$ cat src/rtl/gbt_frame_decoder_pkg.sv
// Shared types and helpers for the GBT user-frame decoder: frame layout,
// frame type codes, lock state encoding and the payload checksum.
package gbt_frame_pkg;

    typedef struct packed {
        logic [7:0]  seq;
        logic [3:0]  ftype;
        logic [3:0]  chk;
        logic [63:0] payload;
    } t_gbt_frame;

    localparam logic [3:0] FRAME_TYPE_DATA = 4'hA;
    localparam logic [3:0] FRAME_TYPE_IDLE = 4'h5;

    typedef enum logic [1:0] {
        ST_UNLOCKED = 2'd0,
        ST_CHECKING = 2'd1,
        ST_LOCKED   = 2'd2
    } t_lock_state;

    // XOR of the sixteen payload nibbles.
    function automatic logic [3:0] frame_checksum(input logic [63:0] payload);
        logic [3:0] acc;
        acc = 4'h0;
        for (int i = 0; i < 16; i++) begin
            acc = acc ^ payload[i*4 +: 4];
        end
        return acc;
    endfunction

endpackage

$ cat src/rtl/gbt_frame_decoder_sat_counter.sv
// Saturating up-counter with a synchronous clear that overrides any
// coincident increment.
module sat_counter #(
    parameter int WIDTH = 16
) (
    input  logic             clk_i,
    input  logic             rst_ni,
    input  logic             inc_i,
    input  logic             clr_i,
    output logic [WIDTH-1:0] cnt_o
);

    logic [WIDTH-1:0] cnt_q;
    logic [WIDTH-1:0] cnt_d;

    always_comb begin
        cnt_d = cnt_q;
        if (clr_i) begin
            cnt_d = '0;
        end else if (inc_i && (cnt_q != '1)) begin
            cnt_d = cnt_q + 1'b1;
        end
    end

    always_ff @(posedge clk_i or negedge rst_ni) begin
        if (!rst_ni) begin
            cnt_q <= '0;
        end else begin
            cnt_q <= cnt_d;
        end
    end

    assign cnt_o = cnt_q;

endmodule

$ cat src/rtl/gbt_frame_decoder.sv
// GBT user-frame decoder: validates checksum, type and sequence number,
// tracks link lock and forwards motor payloads while locked.
import gbt_frame_pkg::*;

module gbt_frame_decoder #(
    parameter int LOCK_FRAMES   = 4,
    parameter int UNLOCK_ERRORS = 3,
    parameter int CNT_WIDTH     = 16
) (
    input  logic                 clk,
    input  logic                 reset_n,
    input  logic                 link_ready_i,
    input  logic                 frame_valid_i,
    input  logic [79:0]          frame_i,
    input  logic                 clear_cnt_i,
    output logic [63:0]          motor_data_o,
    output logic                 motor_valid_o,
    output logic                 locked_o,
    output logic [CNT_WIDTH-1:0] chk_err_cnt_o,
    output logic [CNT_WIDTH-1:0] seq_err_cnt_o,
    output logic [CNT_WIDTH-1:0] frame_cnt_o
);

    localparam logic [8:0] LOCK_N   = 9'(LOCK_FRAMES);
    localparam logic [8:0] UNLOCK_N = 9'(UNLOCK_ERRORS);

    logic        vld_p0_q;
    logic        link_p0_q;
    logic        clr_p0_q;
    t_gbt_frame  frame_p0_q;

    t_lock_state state_q;
    logic [7:0]  good_cnt_q;
    logic [7:0]  bad_cnt_q;
    logic [7:0]  exp_seq_q;
    logic [63:0] motor_data_q;
    logic        motor_valid_q;

    logic chk_ok;
    logic is_data;
    logic good;
    logic act;
    logic seq_mis;

    // Stage p0: input capture, keeps link_ready aligned with its frame
    always_ff @(posedge clk or negedge reset_n) begin
        if (!reset_n) begin
            vld_p0_q   <= 1'b0;
            link_p0_q  <= 1'b0;
            clr_p0_q   <= 1'b0;
            frame_p0_q <= '0;
        end else begin
            vld_p0_q   <= frame_valid_i;
            link_p0_q  <= link_ready_i;
            clr_p0_q   <= clear_cnt_i;
            frame_p0_q <= frame_i;
        end
    end

    always_comb begin
        chk_ok  = (frame_checksum(frame_p0_q.payload) == frame_p0_q.chk);
        is_data = (frame_p0_q.ftype == FRAME_TYPE_DATA);
        good    = chk_ok && (is_data || (frame_p0_q.ftype == FRAME_TYPE_IDLE));
        act     = vld_p0_q && link_p0_q;
        seq_mis = act && (state_q != ST_UNLOCKED) && (frame_p0_q.seq != exp_seq_q);
    end

    // Stage p1: lock FSM, sequence tracking and payload delivery
    always_ff @(posedge clk or negedge reset_n) begin
        if (!reset_n) begin
            state_q       <= ST_UNLOCKED;
            good_cnt_q    <= 8'd0;
            bad_cnt_q     <= 8'd0;
            exp_seq_q     <= 8'd0;
            motor_data_q  <= 64'd0;
            motor_valid_q <= 1'b0;
        end else begin
            motor_valid_q <= 1'b0;
            if (!link_p0_q) begin
                state_q    <= ST_UNLOCKED;
                good_cnt_q <= 8'd0;
                bad_cnt_q  <= 8'd0;
            end else if (vld_p0_q) begin
                exp_seq_q <= frame_p0_q.seq + 8'd1;
                case (state_q)
                    ST_UNLOCKED: begin
                        if (good) begin
                            good_cnt_q <= 8'd1;
                            state_q    <= (LOCK_N == 9'd1) ? ST_LOCKED : ST_CHECKING;
                        end
                    end
                    ST_CHECKING: begin
                        if (!good) begin
                            state_q    <= ST_UNLOCKED;
                            good_cnt_q <= 8'd0;
                        end else if (({1'b0, good_cnt_q} + 9'd1) >= LOCK_N) begin
                            state_q    <= ST_LOCKED;
                            good_cnt_q <= 8'd0;
                            bad_cnt_q  <= 8'd0;
                        end else begin
                            good_cnt_q <= good_cnt_q + 8'd1;
                        end
                    end
                    ST_LOCKED: begin
                        if (good) begin
                            bad_cnt_q <= 8'd0;
                            if (is_data) begin
                                motor_data_q  <= frame_p0_q.payload;
                                motor_valid_q <= 1'b1;
                            end
                        end else if (({1'b0, bad_cnt_q} + 9'd1) >= UNLOCK_N) begin
                            state_q   <= ST_UNLOCKED;
                            bad_cnt_q <= 8'd0;
                        end else begin
                            bad_cnt_q <= bad_cnt_q + 8'd1;
                        end
                    end
                    default: begin
                        state_q    <= ST_UNLOCKED;
                        good_cnt_q <= 8'd0;
                        bad_cnt_q  <= 8'd0;
                    end
                endcase
            end
        end
    end

    sat_counter #(.WIDTH(CNT_WIDTH)) u_chk_cnt (
        .clk_i  (clk),
        .rst_ni (reset_n),
        .inc_i  (act && !good),
        .clr_i  (clr_p0_q),
        .cnt_o  (chk_err_cnt_o)
    );

    sat_counter #(.WIDTH(CNT_WIDTH)) u_seq_cnt (
        .clk_i  (clk),
        .rst_ni (reset_n),
        .inc_i  (seq_mis),
        .clr_i  (clr_p0_q),
        .cnt_o  (seq_err_cnt_o)
    );

    sat_counter #(.WIDTH(CNT_WIDTH)) u_frame_cnt (
        .clk_i  (clk),
        .rst_ni (reset_n),
        .inc_i  (vld_p0_q),
        .clr_i  (clr_p0_q),
        .cnt_o  (frame_cnt_o)
    );

    assign motor_data_o  = motor_data_q;
    assign motor_valid_o = motor_valid_q;
    assign locked_o      = (state_q == ST_LOCKED);

endmodule

$ cat config.mk
export PLATFORM = sky130hd
export DESIGN_NAME = gbt_frame_decoder
export DESIGN_NICKNAME = d
export VERILOG_FILES = /design/src/rtl/gbt_frame_decoder_pkg.sv /design/src/rtl/gbt_frame_decoder_sat_counter.sv /design/src/rtl/gbt_frame_decoder.sv
export SDC_FILE = /design/constraint.sdc
export NUM_CORES = 1
export LEC_CHECK = 0
export BUFFER_PORTS_ARGS = -buffer_cell sky130_fd_sc_hd__buf_2
export CAP_MARGIN = 20
export CORE_MARGIN = 1
export CORE_UTILIZATION = 41
export DETAILED_ROUTE_END_ITERATION = 16
export PLACE_DENSITY = 0.65
export REMOVE_ABC_BUFFERS = 1
export SLEW_MARGIN = 20
export SYNTH_ARGS = -nofsm -noshare
export SYNTH_HDL_FRONTEND = slang
export SYNTH_SLANG_ARGS = --single-unit
$ cat constraint.sdc
create_clock -name clk -period 2.4 [get_ports clk]
set_input_delay 0.48 -clock clk [delete_from_list [all_inputs] [get_ports clk]]
set_output_delay 0.48 -clock clk [all_outputs]
set_load 0.1 [all_outputs]
==> reports/qor.yml <==
sta:
  slew_headroom: 0.4648
  worstMarginPinSlew_ps: 802.8
  fin_skew_ps: 14.96
  rsz0062_at_grt: "yes"
  period_share: 1.136
  timing.fmax_mhz: 366.8
  hold_violations: 0
  min_period_ps: 2726
  fin_hold_ws_ps: 74.14
  maxSlewViolCount: 0
  setup_viol: 90
  fin_ws_ps: -326.2
routing:
  via_per_inst: 4.831
  vias: 5845
  totalWireLength_um: 18980
  ant_nets: 0
  drc_errors: 0
  drt_pass1_iterations: 4
  wl_per_cell_um: 15.69
  drt_iter0_markers: 230
clocking:
  root_buffer: "clkbuf_16"
  cts.sinks: 222
  clk_pin_slew_ps: 60
  tritoncts: "yes"
  clkLatencyLatePin_ps: 510
  clock_path_buffers: 3
  htree_levels: 1
  cts_buffers: 24
worst_setup_path:
  crit_arrival_ps: 3110
  critical_path.top_delay_family: "XOR/XNOR gates"
  endpoint_kind: "flip-flop"
  critPathSlowestCell: "or4_4"
  cp_max_fo: 31
  crit_required_ps: 2780
  reg2reg_from: "frame_p0_q[56]$_DFF_PN0_"
  r2r_cells: 8
  rr_endpoint: "motor_data_o[30]$_DFFE_PN0P_"
  critical_path_class: "flip-flop to flip-flop"
  cp_cell_sequence: "xor2_1 > xnor2_1 > xnor3_1 > xnor2_2 > nand4_1 > or4_4 > buf_16 > mux2_4"
  crit_path_start_kind: "flip-flop"
  r2r_slack_ps: -330
  cp_num_buf_inv: 1
  cpPeakStageDelay_ps: 520
global_routing:
  top_usage_layer: "met2"
  grt_pass1_wl_um: 30280
  grt_max_degree: 82
  grt_pass1_vias: 5825
  antenna_found_initial: 3
  gr-usage-all-layers: 0.1694
  use_met3: 0.02982
  gr-total-overflow: 0
  gr-usage-met1: 0.2231
  met2_usage: 0.2812
finish:
  final_layout_size_suffix_gt1_frac: 0.3722
  areaGrowthSynthToFinish_pct: 26.79
  nFillCells: 1882
  nNetsFinal: 1004
floorplanning:
  die_w_um: 150.8
  placementRows: 54
  die_area_um2: 22750
  start_util: 0.4174
  io_pins: 199
  fp.coreArea_um2: 21760
  die_y_um: 150.8
synthesis:
  synth_edf_count: 0
  ys.flop_type: "dfrtp_1"
  yosysWarnings: 0
  ys_ff_latch: 222
  async_flop_share: 1.000
  ys_seq_area_frac: 0.6118
  avgSynthCellArea_um2: 13.49
  syn_area_um2: 9080
  synth_cells: 673
  synthDistinctLibCells: 47
pwr:
  ir_worst_vdd_mv: 0.5942
  powerDensity_nw_per_um2: 724.5
  p_leak_nw: 5.902
run:
  max_cap_violations: 0
placed_design:
  place_congestion: 0.7509
  dp_hpwl_um: 13640
  port_buffers: 198
  preCtsSetupSlack_ps: -526.1
run_status:
  violations: "setup timing"
  status: "complete, but fails checks"
min_path:
  hold_start: "frame_i[67]"
  hold_path.class: "primary input to flip-flop"
  hold_depth: 1
  min_to: "frame_p0_q[67]$_DFF_PN0_"
[per-layer routing]
layer | vias to the layer above | wire length [µm]
li1 | 2804 | -
met1 | 2876 | 8381
met2 | 135 | 9388
met3 | 30 | 783
met4 | 0 | 430
met5 | - | 0
[cells in the final DEF, fill, tap and decap left out, drive strengths merged, types with 5 or more instances in the layout]
cell    count
a21oi       7
and2       11
and3       13
and4       10
buf       232
clkbuf     35
dfrtp     222
ha          8
inv         6
mux2       69
nand2      38
nand3      21
nand4      15
nor2       48
nor2b       7
nor3        8
o21ai      17
or3         5
xnor2      67
xor2       38
[worst reg2reg max path: stages (launching register included)]
cell     delay (ps)
dfrtp_1         380
xor2_1          200
xnor2_1         140
xnor3_1         440
xnor2_2         200
nand4_1         170
or4_4           520
buf_16          220
mux2_4          340
[logic make-up after synthesis]
logic type / after synthesis / synth area share
multiplexers: 72 / 0.1091
flip-flops: 222 / 0.6118
adder cells (fa/ha/maj): 8 / 0.01102
buffers and inverters: 27 / 0.01640
XOR/XNOR: 109 / 0.1112
AND/OR/NAND/NOR: 192 / 0.1096
AO/OA/AOI/OAI: 43 / 0.03087
[flip-flops by register name, indices dropped and copies added (netlist names)]
name and cells:
bad_cnt_q 8, u_seq_cnt.cnt_o 16, motor_data_o 64, link_p0_q 1, exp_seq_q 8, state_q 2
frame_p0_q 80, good_cnt_q 8, vld_p0_q 1, u_chk_cnt.cnt_o 16, u_frame_cnt.cnt_o 16, motor_valid_o 1
clr_p0_q 1
[repair_timing]
| action | in CTS | in global routing |
|---|---|---|
| hold buffers | 1 | 0 |
| gates resized for setup | 12 | 2 |
| setup endpoints to repair | 99 | 98 |
| pin swaps | 10 | 7 |
| setup buffers | 0 | 0 |
| endpoints found under the hold margin | 13 | 0 |
[power by group]
group	total (mW)	switching (mW)	internal (mW)
Clock	3.73	1.41	2.32
Sequential	3.92	0.0808	3.84
Combinational	0.690	0.364	0.325
[stage by stage]
| stage | total power, mW | instances | utilization | setup TNS (ps) | area [µm²] |
|---|---|---|---|---|---|
| 3_3_place_gp | 4.649 | 1164 | 0.4879 | -34920 | 10610 |
| 6_report | 8.341 | 1210 | 0.5292 | -22160 | 11510 |
| 3_5_place_dp | 4.659 | 1164 | 0.4879 | -39490 | 10610 |
| 5_1_grt | 8.684 | 1210 | 0.5292 | -34410 | 11510 |
| 2_1_floorplan | 4.357 | 652 | - | -115460 | 8954 |
| 4_1_cts | 8.447 | 1207 | 0.5284 | -22970 | 11490 |
[synthesized netlist by cell type, drive strengths merged (8+ instances only)]
library cell,count,area (µm²)
and3,13,81.33
and4,10,87.58
mux2,69,960.9
xnor2,67,586.8
buf,8,77.57
xor2,38,332.8
o21ai,17,85.08
nand3,21,105.1
nor3,8,40.04
dfrtp,222,5555
nand2,38,142.6
clkbuf,13,48.80
nand4,15,93.84
and2,11,68.82
nor2,48,180.2
ha,8,100.1
[final cells by class]
type	instances	area, µm²	area share
flip-flops and latches	222	5555	0.4826
inverters	6	22.52	0.001956
repair buffers	233	1331	0.1156
clock inverters	7	115.1	0.009999
multi-input cells	424	3437	0.2986
clock buffers	35	693.2	0.06021
diodes	3	7.507	0.0006521
well taps	280	350.3	0.03043
[how the worst max path moves through the flow]
stage	from	to	slack, ps	cells past startpoint
after detailed placement	frame_p0_q[32]$_DFF_PN0_	motor_data_o[40]$_DFFE_PN0P_	-530	8
after floorplan	frame_p0_q[59]$_DFF_PN0_	motor_data_o[10]$_DFFE_PN0P_	-1760	7
final	frame_p0_q[56]$_DFF_PN0_	motor_data_o[30]$_DFFE_PN0P_	-330	8
after global placement	frame_p0_q[20]$_DFF_PN0_	motor_data_o[20]$_DFFE_PN0P_	-470	8
after global routing	frame_p0_q[58]$_DFF_PN0_	motor_data_o[47]$_DFFE_PN0P_	-440	8
after CTS	frame_p0_q[57]$_DFF_PN0_	motor_data_o[1]$_DFFE_PN0P_	-330	8
(Power assumes the default switching activity.)
